File: src/rtl/sram_bus_ctrl.sv
// AVR-side SRAM access sequencer with serial address load, SNES bus pass-through and wait-state strobing.
// Optional build macro SRAM_AUTO_INC_EN: bump the address by one on every completed access.
module sram_bus_ctrl #(
    parameter int DATA_W      = 8,
    parameter int ADDR_W      = 21,
    parameter int WAIT_CYCLES = 1
) (
    input  logic              avr_clk,
    input  logic              avr_reset,
    input  logic              avr_sreg_en_n,
    input  logic              avr_si,
    input  logic              avr_oe_n,
    input  logic              avr_we_n,
    input  logic              avr_counter_n,
    input  logic [DATA_W-1:0] avr_data_in,
    output logic [DATA_W-1:0] avr_data_out,
    input  logic              avr_snes_mode,
    input  logic [ADDR_W-1:0] snes_addr,
    input  logic              snes_rd_n,
    input  logic [DATA_W-1:0] sram_data_in,
    output logic [ADDR_W-1:0] sram_addr,
    output logic [DATA_W-1:0] sram_data_out,
    output logic              sram_data_oe,
    output logic              sram_ce_n,
    output logic              sram_oe_n,
    output logic              sram_we_n,
    output logic              busy,
    output logic              done
);

    typedef enum logic [2:0] {
        ST_IDLE,
        ST_RD,
        ST_WR,
        ST_WR_HOLD,
        ST_DONE
    } state_t;

`ifdef SRAM_AUTO_INC_EN
    localparam logic [1:0] AUTO_INC = 2'd1;
`else
    localparam logic [1:0] AUTO_INC = 2'd0;
`endif

    localparam logic [3:0] WAIT_LOAD = 4'(WAIT_CYCLES);

    state_t              state_q, state_d;
    logic [3:0]          wait_q, wait_d;
    logic [ADDR_W-1:0]   addr_q, addr_d;
    logic [DATA_W-1:0]   rdata_q, rdata_d;
    logic [DATA_W-1:0]   wdata_q, wdata_d;
    logic                pend_q, pend_d;
    logic [2:0]          smp_q, prv_q;
    logic [2:0]          ev;
    logic                rd_ev, wr_ev, inc_ev;
    logic [1:0]          inc_amt;
    logic                ce_n_q, oe_n_q, we_n_q, doe_q, done_q;
    logic                ce_n_d, oe_n_d, we_n_d, doe_d, done_d;

    // Bit order: {counter, we, oe}; an event is a 1 -> 0 step between two registered samples.
    assign ev     = prv_q & ~smp_q;
    assign rd_ev  = ev[0];
    assign wr_ev  = ev[1];
    assign inc_ev = ev[2];

    always_ff @(posedge avr_clk) begin
        if (avr_reset) begin
            smp_q <= 3'b111;
            prv_q <= 3'b111;
        end else begin
            smp_q <= {avr_counter_n, avr_we_n, avr_oe_n};
            prv_q <= smp_q;
        end
    end

    always_comb begin
        state_d = state_q;
        wait_d  = wait_q;
        rdata_d = rdata_q;
        wdata_d = wdata_q;
        case (state_q)
            ST_IDLE: begin
                if (avr_sreg_en_n) begin
                    if (rd_ev) begin
                        state_d = ST_RD;
                        wait_d  = WAIT_LOAD;
                    end else if (wr_ev) begin
                        state_d = ST_WR;
                        wait_d  = WAIT_LOAD;
                        wdata_d = avr_data_in;
                    end
                end
            end
            ST_RD: begin
                if (wait_q == 4'd0) begin
                    rdata_d = sram_data_in;
                    state_d = ST_DONE;
                end else begin
                    wait_d = wait_q - 4'd1;
                end
            end
            ST_WR: begin
                if (wait_q == 4'd0) begin
                    state_d = ST_WR_HOLD;
                end else begin
                    wait_d = wait_q - 4'd1;
                end
            end
            ST_WR_HOLD: state_d = ST_DONE;
            ST_DONE:    state_d = ST_IDLE;
            default:    state_d = ST_IDLE;
        endcase
        // SNES ownership aborts any access in flight and discards its side effects.
        if (avr_snes_mode) begin
            state_d = ST_IDLE;
            rdata_d = rdata_q;
            wdata_d = wdata_q;
        end
    end

    // Strobes are registered from the next state so they line up with the state they belong to.
    always_comb begin
        ce_n_d = 1'b1;
        oe_n_d = 1'b1;
        we_n_d = 1'b1;
        doe_d  = 1'b0;
        done_d = 1'b0;
        case (state_d)
            ST_RD: begin
                ce_n_d = 1'b0;
                oe_n_d = 1'b0;
            end
            ST_WR: begin
                ce_n_d = 1'b0;
                we_n_d = 1'b0;
                doe_d  = 1'b1;
            end
            ST_WR_HOLD: begin
                ce_n_d = 1'b0;
                doe_d  = 1'b1;
            end
            ST_DONE: done_d = 1'b1;
            default: ;
        endcase
    end

    always_comb begin
        addr_d  = addr_q;
        pend_d  = pend_q;
        inc_amt = 2'd0;
        if (state_q == ST_DONE) begin
            pend_d = 1'b0;
        end
        if (!avr_sreg_en_n) begin
            addr_d = {addr_q[ADDR_W-2:0], avr_si};
        end else if (avr_snes_mode) begin
            pend_d = 1'b0;
        end else begin
            if (state_q == ST_IDLE) begin
                inc_amt = {1'b0, inc_ev};
            end else if (state_q == ST_DONE) begin
                // An increment landing in the DONE cycle itself is folded into the pending one.
                inc_amt = {1'b0, pend_q | inc_ev} + AUTO_INC;
            end else if (inc_ev) begin
                pend_d = 1'b1;
            end
            addr_d = addr_q + ADDR_W'(inc_amt);
        end
    end

    always_ff @(posedge avr_clk) begin
        if (avr_reset) begin
            state_q <= ST_IDLE;
            wait_q  <= 4'd0;
            addr_q  <= '0;
            rdata_q <= '0;
            wdata_q <= '0;
            pend_q  <= 1'b0;
            ce_n_q  <= 1'b1;
            oe_n_q  <= 1'b1;
            we_n_q  <= 1'b1;
            doe_q   <= 1'b0;
            done_q  <= 1'b0;
        end else begin
            state_q <= state_d;
            wait_q  <= wait_d;
            addr_q  <= addr_d;
            rdata_q <= rdata_d;
            wdata_q <= wdata_d;
            pend_q  <= pend_d;
            ce_n_q  <= ce_n_d;
            oe_n_q  <= oe_n_d;
            we_n_q  <= we_n_d;
            doe_q   <= doe_d;
            done_q  <= done_d;
        end
    end

    // SNES pass-through is combinational so the console sees no extra cycle of delay.
    assign sram_addr     = avr_snes_mode ? snes_addr : addr_q;
    assign sram_oe_n     = avr_snes_mode ? snes_rd_n : oe_n_q;
    assign sram_ce_n     = avr_snes_mode ? 1'b0      : ce_n_q;
    assign sram_we_n     = avr_snes_mode ? 1'b1      : we_n_q;
    assign sram_data_oe  = avr_snes_mode ? 1'b0      : doe_q;
    assign sram_data_out = wdata_q;
    assign avr_data_out  = rdata_q;
    assign busy          = (state_q != ST_IDLE);
    assign done          = done_q;

endmodule
File: config.mk
export PLATFORM = sky130hd
export DESIGN_NAME = sram_bus_ctrl
export DESIGN_NICKNAME = d
export VERILOG_FILES = /design/src/rtl/sram_bus_ctrl.sv
export SDC_FILE = /design/constraint.sdc
export NUM_CORES = 1
export LEC_CHECK = 0
export CORE_MARGIN = 2
export CORE_UTILIZATION = 46
export DETAILED_ROUTE_END_ITERATION = 8
export PLACE_DENSITY_LB_ADDON = 0.15
export SLEW_MARGIN = 5
export SYNTH_ARGS = -nofsm -noshare
export SYNTH_HDL_FRONTEND = slang
export SYNTH_SLANG_ARGS = --single-unit
File: constraint.sdc
create_clock -name avr_clk -period 2.6 [get_ports avr_clk]
set_clock_uncertainty 0.05 [all_clocks]
set_input_delay 0.65 -clock avr_clk [delete_from_list [all_inputs] [get_ports avr_clk]]
set_output_delay 0.65 -clock avr_clk [all_outputs]
set_load 0.05 [all_outputs]
=== Word level (Yosys, flattened, before mapping) ===
Cells that the tools add are included.

* Muxes and demuxes: 34
* Equality and inequality tests: 12
* Order comparisons: 0
* Reduce and logical (&&, ||, !) cells: 10
* Add/sub/neg operators: 2
* Div/mod/pow operators: 0
* $mul: 0
* Bitwise operators: 5
* Shift-type cells: 0

{| class="wikitable"
|+ Operator list
! kind !! number
|-
| 21-bit two-way mux || 3
|-
| 21-bit by 2-bit adder with 21-bit output || 1
|-
| 3-bit two-way mux || 6
|-
| 1-bit two-way mux || 17
|-
| 4-bit two-way mux || 4
|-
| 3-bit by 2-bit equality test with 1-bit output (second input constant) || 4
|-
| 3-bit one-hot mux with 4 select lines || 1
|-
| 4-bit one-hot mux with 2 select lines || 1
|-
| 3-bit by 1-bit equality test with 1-bit output (second input constant) || 2
|-
| 3-bit equality test (second input constant) || 2
|-
| 2-bit != test (second input constant) || 3
|-
| 5-bit AND reduction || 1
|-
| 4-bit logical NOT || 1
|-
| 2-bit two-way mux || 2
|-
| 4-bit AND reduction || 1
|-
| 2-bit OR reduction || 2
|-
| 4-bit by 1-bit subtractor with 4-bit output (second input constant) || 1
|-
| 3-bit bitwise AND || 1
|-
| 3-bit logical NOT || 1
|-
| 3-bit != test (second input constant) || 1
|-
| 3-bit inverter || 1
|-
| 3-bit AND reduction || 1
|-
| 3-bit nonzero test || 1
|-
| 3-bit OR reduction || 1
|-
| 3 further kinds || 4
|}

* Memory bits (read-only): 0
* Output and inout bits: 43
* Memories kept: 0
* Latch bits: 0
* Bits in writable memories: 0
* Flip-flop bits (word level): 56

=== Logic depth before layout (Yosys ltp) ===
* Word-level depth: 10
* Gate-level depth with buffers: 12
* Mapped depth without buffers: 10

=== Worst setup path before layout ===
OpenSTA, ideal clock, no wires.

* Path type: input to output
* Start: input port avr_snes_mode
* End: output port sram_addr[14]
* Stages on the path: 3
* Path slack: -0.192 ns
* Arrival: 2.092 ns
* Cell sequence: buf_2 -> clkbuf_1 -> o21ai_0

* Cells in the longest elaborated chain, start to end: 1

{| class="wikitable"
|+ RTL lines
! what !! line !! RTL
|-
| start, declared || 17 || <nowiki>input logic avr_snes_mode,</nowiki>
|-
| 21-bit two-way mux || 200 || <nowiki>assign sram_addr = avr_snes_mode ? snes_addr : addr_q;</nowiki>
|-
| end, declared || 21 || <nowiki>output logic [ADDR_W-1:0] sram_addr,</nowiki>
|}

No other way between the ends.

=== Worst setup path in the final report ===
* Start: input port avr_snes_mode
* End: output port sram_addr[20]

The elaborated chain is that of the path after synthesis.

==> flow_summary.yaml <==
yosys:
  seq_area_frac_synth_pct: 40.16
  synthArstFlopShare_pct: 0
  synth_top_area_cell: "dfxtp_1"
  synth_fp_nets: 375
  synth_seq_cells: 56
  netlist-cell-type-count: 50
  synth_top_cells_by_area: "dfxtp_1 (40%), mux2_2 (8.5%), nor2_1 (4.7%), nand2_1 (4.4%), mux2i_1 (4.3%)"
  synthesis.area_sq_um: 2791
  synth_edf_count: 0
  yosysTopAreaCellShare_pct: 40.16
  yosysWarnings: 0
  netlist_instances: 326
  ys.flop_type: "dfxtp_1"
  avgSynthCellArea_sq_um: 8.563
worst_setup_path:
  crit_arrival_ps: 1770
  criticalPathCategory: "input port to output port"
  required_ps: 1900
  cp_max_fo: 16
  worstSetupStartpointType: "input port"
  cp-end-kind: "output port"
die:
  ioPinCount: 89
  die_h_um: 81.90
  num_rows: 28
  die-width_um: 81.90
  die_area_sq_um: 6708
  start_util_pct: 47.43
  coreArea_sq_um: 5886
global_routing:
  grt_max_degree: 34
  grt_pass1_vias: 2553
  grt_antenna_before_repair: 0
  grt_pass1_wl_mm: 11.56
  gr-total-overflow: 0
  grtUsageTotal_pct: 22.07
detailed_routing:
  detail-route-antenna-nets: 0
  drt_wl_total_mm: 6.834
  vias: 2642
  drt_first_pass_iters: 4
  drt_iter0_drc: 186
  routedWlPerCell_um: 14.12
  drc: 0
  wl_met3_um: 338
  wl_met1_mm: 2.790
  highest-signal-layer: "met4"
  wl_met2_mm: 3.575
  vias_per_cell: 5.459
clock_tree:
  clkSlewWorstSetupHoldPaths_ps: 90
  clock-root-buffer: "clkbuf_8"
  clk_latency_ps: 310
  cts_tree: "yes"
  cts_max_level: 2
  numCtsBuffers: 5
  cts_sinks: 56
  post_cts_buffers: 0
  ctsHoldBuffers: 0
  cts_max_path_buffers: 2
placement:
  dp_worst_setup_slack_ps: -11.22
  gp_congestion: 0.8308
  dp_cells: 476
  hpwl_mm: 4.843
  io_buffers: 88
sta:
  finalSetupViolCount: 0
  hold_viol_final: 0
  holdWs_ps: 400.4
  worst_slack_ps: 133.8
  tightest_slew_ps: 721.7
  fmax_mhz: 405.5
  final_max_slew_viol_count: 0
  finalCritPeriodShare_pct: 94.85
  rsz0062_at_grt: "false"
  slew_headroom_pct: 51.78
  fin_crit_ps: 2466
finish:
  fin_cells: 484
  fin_util_pct: 70.39
  syn_to_final_growth_pct: 48.41
  insertedDiodeCount: 0
  drive_above_1_share_pct: 20.05
  final_nets: 458
power:
  p_per_area_nw_per_um2: 433.8
  leakage_nw: 1.548
  vdd_drop_max_uv: 245.6
worst_hold_path:
  hold_class: "flip-flop to flip-flop"
job:
  maxCapViolations: 0
outcome:
  status: "finished clean"
layout by cell type (no fill, tap or decap), types with 2 or more instances in the layout:
cell and instances:
ha_1 2, a31oi_1 3, xor2_1 3, nor3_1 6, buf_4 9, inv_1 9
clkdlybuf4s50_1 60, nand2b_1 4, o211a_1 2, or2_2 7, o21ai_0 13, nand3_1 13
mux2i_1 12, dfxtp_1 55, a22oi_1 4, buf_12 27, a32oi_1 2, mux2_2 21
xnor2_1 2, nor2_1 35, nand4_1 4, nor2b_1 7, nand2_1 33, a21oi_1 20
a211oi_1 9, and2_1 3, o211ai_1 4, o31ai_1 2, a41oi_1 3, clkbuf_8 5
Yosys cell counts (2+ instances only):
| cell type | n |
|---|---|
| and2_0 | 2 |
| a31oi_1 | 3 |
| o211ai_1 | 4 |
| clkbuf_1 | 18 |
| mux2_2 | 21 |
| or2_2 | 7 |
| xor2_1 | 3 |
| inv_1 | 9 |
| o21ai_0 | 13 |
| a211oi_1 | 9 |
| nor2b_1 | 7 |
| mux2i_1 | 12 |
| nor3_1 | 7 |
| xnor2_1 | 2 |
| nand4_1 | 4 |
| buf_2 | 5 |
| nand2_1 | 33 |
| a32oi_1 | 2 |
| and2_1 | 2 |
| nand2b_1 | 4 |
| nor2_1 | 35 |
| dfxtp_1 | 56 |
| ha_1 | 3 |
| a41oi_1 | 3 |
| o211a_1 | 2 |
| o31ai_1 | 2 |
| a22oi_1 | 4 |
| a21oi_1 | 20 |
| nand3_1 | 13 |
through the flow:
step                cell area, sq um  TNS, ps  power (mW)
floorplan                       2791   -576.2       1.138
global placement                4023        0       1.346
detailed placement              4023   -52.72       1.354
CTS                             4131        0       1.816
global route                    4143        0       1.886
finish                          4143        0       1.797
report_power, final:
part / leakage (nW) / internal, mW / total, mW / switching (mW)
logic: 1.05 / 0.226 / 0.438 / 0.212
clock network: 0.0410 / 0.184 / 0.457 / 0.272
registers: 0.456 / 0.879 / 0.903 / 0.0234
flip-flops by register name (all words and copies together), names as in the netlist:
signal and cells:
wait_q 4, oe_n_q 1, smp_q 3, addr_q 21, we_n_q 1, ce_n_q 1, prv_q 3, avr_data_out 8
done 1, pend_q 1, state_q 3, doe_q 1, sram_data_out 8
worst paths after layout:
path              slack (ps)           startpoint  cells past startpoint                       to
setup reg to reg         260  prv_q[2]$_SDFF_PP1_                     10  addr_q[20]$_SDFFE_PP0P_
setup / recovery         130        avr_snes_mode                      4            sram_addr[20]
hold / removal           400  smp_q[2]$_SDFF_PP1_                      1      prv_q[2]$_SDFF_PP1_
hold reg to reg          400  smp_q[2]$_SDFF_PP1_                      1      prv_q[2]$_SDFF_PP1_
critical path, cell delays in order:
cell           delay [ps]
dlygate4sd2_1         280
bufbuf_16             310
mux2_2                360
buf_12                150
layout make-up:
type | count | area [sq um]
fillers | 482 | 1743
multi-input cells | 237 | 1548
repair buffers | 100 | 1267
flip-flops and latches | 56 | 1122
well taps | 75 | 93.84
clock buffers | 6 | 72.57
inverters | 9 | 33.78
clock inverters | 1 | 5.005
cells by family (layout without fill, tap and decap cells):
family | count (synthesis) | after routing | synth area share (%)
compound gates | 69 | 69 | 16.27
xor+xnor | 5 | 5 | 1.569
fa+ha+maj | 3 | 3 | 1.345
buf+inv | 33 | 116 | 4.661
flops | 56 | 56 | 40.16
mux | 33 | 33 | 12.77
simple gates | 127 | 127 | 23.22
what timing repair did:
item	CTS	global route
endpoints found under the setup margin	19	1
gates cloned	1	0
pin swaps	0	0
gates resized for setup	1	5
per-layer routing:
layer | track usage (%) | vias up
met4 | 10.17 | 0
met1 | 25.27 | 1232
li1 | - | 1323
met5 | 0 | -
met2 | 38.94 | 73
met3 | 4.835 | 14
(Power assumes the default switching activity.)
